`src/rtl/conv_seq_pkg.sv`:
```
// conv_seq_pkg: state encoding, default counter width and kernel clamp for conv_tile_sequencer
package conv_seq_pkg;
    localparam logic [1:0] S_IDLE   = 2'd0;
    localparam logic [1:0] S_LOAD   = 2'd1;
    localparam logic [1:0] S_STREAM = 2'd2;
    localparam logic [1:0] S_FINISH = 2'd3;
    localparam int CNT_W_DEF = 32;
    function automatic logic [3:0] k_clamp(input logic [3:0] k, input logic [3:0] k_max);
        return (k == 4'd0) ? 4'd1 : (k > k_max) ? k_max : k;
    endfunction
endpackage

```
`src/rtl/seq_delay_line.sv`:
```
// seq_delay_line: DEPTH-stage shift register that only advances while en is high
module seq_delay_line #(
    parameter int WIDTH = 1,
    parameter int DEPTH = 1
) (
    input  logic             clk,
    input  logic             rst_n,
    input  logic             en,
    input  logic [WIDTH-1:0] d,
    output logic [WIDTH-1:0] q
);
    logic [WIDTH-1:0] pipe [DEPTH];
    always_ff @(posedge clk or negedge rst_n) begin
        if (!rst_n) begin
            for (int i = 0; i < DEPTH; i++) pipe[i] <= '0;
        end else if (en) begin
            pipe[0] <= d;
            for (int i = 1; i < DEPTH; i++) pipe[i] <= pipe[i-1];
        end
    end
    assign q = pipe[DEPTH-1];
endmodule

```
`src/rtl/conv_tile_sequencer.sv`:
```
// conv_tile_sequencer: per-tile LOAD/STREAM sequencing of a conv layer for the PE array.
// Optional perf counters enabled by defining SEQ_PERF_CNT_EN.
module conv_tile_sequencer
    import conv_seq_pkg::*;
#(
    parameter int K_MAX      = 3,
    parameter int T          = 16,
    parameter int PIPE_DEPTH = 4,
    parameter int CNT_W      = CNT_W_DEF
) (
    input  logic             clk,
    input  logic             rst_n,
    input  logic             stall,
    input  logic             start_conv,
    input  logic             start_tile,
    input  logic [3:0]       cfg_k,
    input  logic [CNT_W-1:0] cfg_ci,
    input  logic [CNT_W-1:0] cfg_tiles,
    output logic             ifm_read,
    output logic             wgt_read,
    output logic             p_valid_o,
    output logic             last_channel_o,
    output logic             tile_done,
    output logic             end_conv,
    output logic             busy,
    output logic [CNT_W-1:0] perf_active,
    output logic [CNT_W-1:0] perf_stall
);
    localparam int PW = $clog2(K_MAX + T + 1);
    logic [1:0]       state;
    logic [PW-1:0]    phase_cnt;
    logic [3:0]       k_eff;
    logic [CNT_W-1:0] ci_r, tiles_r, ch_cnt, tile_cnt, tiles_nx;
    logic             load_last, stream_last, ch_last, p_valid, last_ch;
    logic [1:0]       pipe_q;

    // a same-cycle start_conv supplies the tile limit for the FINISH decision
    assign tiles_nx    = start_conv ? cfg_tiles : tiles_r;
    assign load_last   = phase_cnt == PW'(k_eff - 4'd1);
    assign stream_last = phase_cnt == PW'(T - 2);
    assign ch_last     = ch_cnt == ci_r - CNT_W'(1);
    assign busy        = state != S_IDLE;
    assign ifm_read    = state == S_LOAD || state == S_STREAM;
    assign wgt_read    = state == S_LOAD;
    assign end_conv    = state == S_FINISH;
    assign p_valid     = state == S_STREAM || (state == S_LOAD && load_last);
    assign last_ch     = p_valid && ch_last;

    always_ff @(posedge clk or negedge rst_n) begin
        if (!rst_n) begin
            state     <= S_IDLE;
            phase_cnt <= '0;
            k_eff     <= 4'd1;
            ci_r      <= CNT_W'(1);
            tiles_r   <= '0;
            ch_cnt    <= '0;
            tile_cnt  <= '0;
            tile_done <= 1'b0;
        end else if (!stall) begin
            tile_done <= 1'b0;
            case (state)
                S_IDLE: begin
                    if (start_conv) begin
                        k_eff   <= k_clamp(cfg_k, 4'(K_MAX));
                        ci_r    <= (cfg_ci == '0) ? CNT_W'(1) : cfg_ci;
                        tiles_r <= cfg_tiles;
                    end
                    if (start_tile) begin
                        state     <= (tile_cnt == tiles_nx) ? S_FINISH : S_LOAD;
                        phase_cnt <= '0;
                    end
                end
                S_LOAD: begin
                    state     <= load_last ? S_STREAM : S_LOAD;
                    phase_cnt <= load_last ? '0 : phase_cnt + PW'(1);
                end
                S_STREAM: begin
                    if (stream_last) begin
                        phase_cnt <= '0;
                        state     <= ch_last ? S_IDLE : S_LOAD;
                        ch_cnt    <= ch_last ? '0 : ch_cnt + CNT_W'(1);
                        tile_done <= ch_last;
                        if (ch_last && tile_cnt != tiles_r) tile_cnt <= tile_cnt + CNT_W'(1);
                    end else begin
                        phase_cnt <= phase_cnt + PW'(1);
                    end
                end
                default: begin
                    state    <= S_IDLE;
                    tile_cnt <= '0;
                    ch_cnt   <= '0;
                end
            endcase
        end
    end

    seq_delay_line #(.WIDTH(2), .DEPTH(PIPE_DEPTH)) u_pipe (
        .clk   (clk),
        .rst_n (rst_n),
        .en    (!stall),
        .d     ({p_valid, last_ch}),
        .q     (pipe_q)
    );
    assign p_valid_o      = pipe_q[1];
    assign last_channel_o = pipe_q[0];

`ifdef SEQ_PERF_CNT_EN
    always_ff @(posedge clk or negedge rst_n) begin
        if (!rst_n) begin
            perf_active <= '0;
            perf_stall  <= '0;
        end else if (!stall && !busy && start_conv) begin
            perf_active <= '0;
            perf_stall  <= '0;
        end else if (busy) begin
            if (stall) perf_stall <= perf_stall + CNT_W'(perf_stall != '1);
            else perf_active <= perf_active + CNT_W'(perf_active != '1);
        end
    end
`else
    assign perf_active = '0;
    assign perf_stall  = '0;
`endif
endmodule
```
`config.mk`:
```
export PLATFORM = sky130hd
export DESIGN_NAME = conv_tile_sequencer
export DESIGN_NICKNAME = d
export VERILOG_FILES = /design/src/rtl/conv_seq_pkg.sv /design/src/rtl/seq_delay_line.sv /design/src/rtl/conv_tile_sequencer.sv
export SDC_FILE = /design/constraint.sdc
export NUM_CORES = 1
export LEC_CHECK = 0
export BUFFER_PORTS_ARGS = -buffer_cell sky130_fd_sc_hd__clkbuf_2
export CAP_MARGIN = 15
export CORE_MARGIN = 4
export CORE_UTILIZATION = 45
export CTS_CLUSTER_DIAMETER = 100
export DETAILED_ROUTE_END_ITERATION = 10
export PLACE_DENSITY_LB_ADDON = 0.25
export RECOVER_POWER = 100
export SYNTH_ARGS = -nofsm -noshare
export SYNTH_HDL_FRONTEND = slang
export SYNTH_SLANG_ARGS = --single-unit
```
`constraint.sdc`:
```
create_clock -name clk -period 4.31 [get_ports clk]
set_input_delay 0.862 -clock clk [delete_from_list [all_inputs] [get_ports clk]]
set_output_delay 0.862 -clock clk [all_outputs]
set_load 0.02 [all_outputs]
```
==> metrics <==
Root Driver clkbuf_16; Fin. Hold Viols 0; crit path launch type flop; WL/cell around 16 um; first-pass GRT wire length 37310 um; Num CTS Buffers 17; Setup Buffers After CTS 0; synth warn 0; flop-to-flop setup slack around 0.44 ns; ANT cells 0; hold path cells 2; GPL Wtd Cong ~0.84; clk slew on worst S/H paths 0.07 ns; violation count after the first detailed-route iteration between 500 and 600; Max Buffers Root-to-Sink 2; Detailed Place HPWL 16280 um; CTS tree built; Clock Sinks ~150; IO Port Bufs 79; PwrDens approximately 550 mW/mm2; vias in the first global route between 7000 and 8000; Max-slew headroom -75.88%; Fin Setup TNS 0 ns; final slew viol count roughly 140; CP max FO 32; DIE WIDTH 155 um; Final #Nets 1150; Initial Utilization roughly 46%; Routed Antenna Nets 0; clk_skew 0.01003 ns; ys flop type dfrtp_1; layout cells sized above 1 18.43%; # rows 53; Tmin final roughly 3.9 ns; Crit Reg-Reg Startpoint ci_r[1]; routed vias roughly 7400; Critical Path End Type flop; initial antenna violation count 1; failing checks max-capacitance violations, max-slew violations; Syn Inst Count 1006; CP Data Required Time around 4.7 ns; total track usage about a fifth; mean post-synth cell area 9.666 um2; Netlist Area Pre-Place between 0.009 and 0.01 mm2; dpl cell area about 0.01 mm2; Worst IR Drop VDD between 200 and 300 uV; RR Endpoint tile_cnt[17]; Tightest Pin Transition ~2.6 ns; # setup viols final 0; IO Pins 144; area share of the largest cell type after synthesis between 30% and 40%; # H-tree levels 4; Lkg Pwr approximately 5 nW; vias per std cell 5.474; Hold Crit Class flop to flop; status finished, violations left; hold endpoint u_pipe.pipe[6]; clk_lat worst skew roughly 0.43 ns; core area roughly 0.021 mm2; max-capacitance violation count 2; DRT Wirelength approximately 22000 um; reg2reg path depth 9; Post-synth ARST share between 90% and 100%; Synth area leader dfrtp_1; Resize count post-CTS 0; synth top area cells dfrtp_1 (38%), xor2_1 (8.3%), mux2_2 (8.0%); design area 0.01081 mm2; post-synthesis sequential element count about 150; GRT Residual Overflow 0; pin count of the biggest net entering global routing ~110; Area growth syn-to-layout 11.18%; hold_sp u_pipe.pipe[6]; Pre-antenna DRT Iters 5; DRC Markers 0; overall die height about 160 um; Worst EP arrival around 4.2 ns; EDFF count, synth 0; Final Cycle Share between 80% and 90%; max frequency 258.3 MHz; cts hold-fix bufs 0; count of different cell masters after synthesis 73; critical setup path kind flop to flop; RSZ-0062 raised after global routing false; die area between 0.02 and 0.025 mm2; sequential fraction of the synthesis area 38.11%
layer usage:
| layer | wire length [um] | vias up | global-route usage, % |
|---|---|---|---|
| li1 | - | 3595 | - |
| met1 | 10190 | 3587 | 26.25 |
| met2 | 10570 | 204 | 30.30 |
| met3 | 1060 | 31 | 3.727 |
| met4 | 425 | 0 | 6.056 |
| met5 | 0 | - | 0 |
cell type report:
cell class / count / area [um2]
multi-input cells: 786 / 5477
clock inverters: 14 / 271.5
clock buffers: 18 / 439.2
flip-flops and latches: 148 / 3706
fillers: 1963 / 10340
well taps: 275 / 344.1
repair buffers: 93 / 495.5
inverters: 21 / 78.83
worst max path at each step:
stage                         from      endpoint  slack, ns  cells after the start
after global routing       ci_r[1]  tile_cnt[17]       0.17                      9
after floorplan            ci_r[1]  tile_cnt[19]       1.00                     11
final                      ci_r[1]  tile_cnt[17]       0.44                      9
after global placement    ci_r[17]  tile_cnt[17]       0.61                      8
after CTS                  ci_r[1]  tile_cnt[17]       0.54                      9
after detailed placement   ci_r[1]  tile_cnt[17]       0.55                      9
synth_stat cells (all sizes together) (3+ instances only):
cell	count
nor2b	7
nor4	36
or3	19
inv	21
a21o	5
nand4b	7
o31a	3
nand2	66
nor4b	4
nand3b	7
and2	5
buf	75
o211ai	5
a21oi	23
nor3	23
clkbuf	39
a211oi	3
or3b	4
xnor2	40
nand4	31
mux2i	44
nor2	61
nand2b	20
o311ai	5
and3	12
xor2	92
o31ai	6
ha	10
a211o	3
o41ai	3
nor3b	3
and4	5
nand3	34
o21ai	28
dfrtp	146
or4	10
mux2	69
flip-flops by register name, indices dropped and copies added (netlist names):
| name | cells |
|---|---|
| state | 2 |
| k_eff | 4 |
| u_pipe.pipe | 6 |
| tile_cnt | 32 |
| tile_done | 1 |
| tiles_r | 32 |
| phase_cnt | 5 |
| u_pipe.q | 2 |
| ch_cnt | 32 |
| ci_r | 32 |
worst max-delay path, stage by stage (launching register included):
cell and delay, ns:
dfrtp_1 0.42, inv_1 0.07, ha_1 0.18, or3b_1 0.45
or4_1 0.62, a2111oi_4 0.32, nand4_1 0.26, o31a_1 0.69
or4_1 0.63, a21oi_1 0.15
through the flow:
step / power (mW) / worst slack [ns] / cells / hold WS (ns) / utilization (%)
2_1_floorplan: 3.683 / 1.002 / 1069 / 0.4478 / -
3_3_place_gp: 4.132 / 0.6078 / 1323 / 0.4633 / 47.93
3_5_place_dp: 4.174 / 0.5487 / 1323 / 0.4806 / 47.93
4_1_cts: 5.987 / 0.5365 / 1355 / 0.4955 / 51.29
5_1_grt: 6.329 / 0.1727 / 1355 / 0.5206 / 51.11
6_report: 5.926 / 0.4390 / 1355 / 0.4842 / 51.11
cells by family after synthesis:
group | Yosys count | synth area share (%)
AO/OA/AOI/OAI | 107 | 7.695
other | 1 | 0.03856
adder cells (fa/ha/maj) | 10 | 1.287
flip-flops | 148 | 38.11
XOR/XNOR | 132 | 11.89
multiplexers | 113 | 12.52
buffers and inverters | 135 | 7.849
AND/OR/NAND/NOR | 360 | 20.61
placed cells by master, fill, tap and decap left out, types with 10 or more instances in the layout:
master | synthesis | final
xnor2_1 | 40 | 40
clkbuf_1 | 39 | 10
nand2_1 | 66 | 66
mux2_2 | 69 | 69
nor4_1 | 32 | 32
mux2i_1 | 44 | 44
or3_1 | 18 | 19
conb_1 | 1 | 64
xor2_1 | 92 | 92
buf_4 | 64 | 11
and3_1 | 12 | 12
nor2_1 | 60 | 60
nor3_1 | 22 | 22
clkbuf_2 | 0 | 71
o21ai_0 | 26 | 28
ha_1 | 10 | 10
nand4_1 | 30 | 31
nand2b_1 | 20 | 20
clkbuf_16 | 0 | 17
nand3_1 | 34 | 34
a21oi_1 | 23 | 23
dfrtp_1 | 146 | 146
inv_1 | 21 | 21
where the power goes:
part	internal [mW]	total (mW)	switching, mW
registers	1.76	2.22	0.463
clock network	1.17	1.79	0.619
logic	0.879	1.92	1.04
No activity file was read; power rests on OpenSTA's default activity.
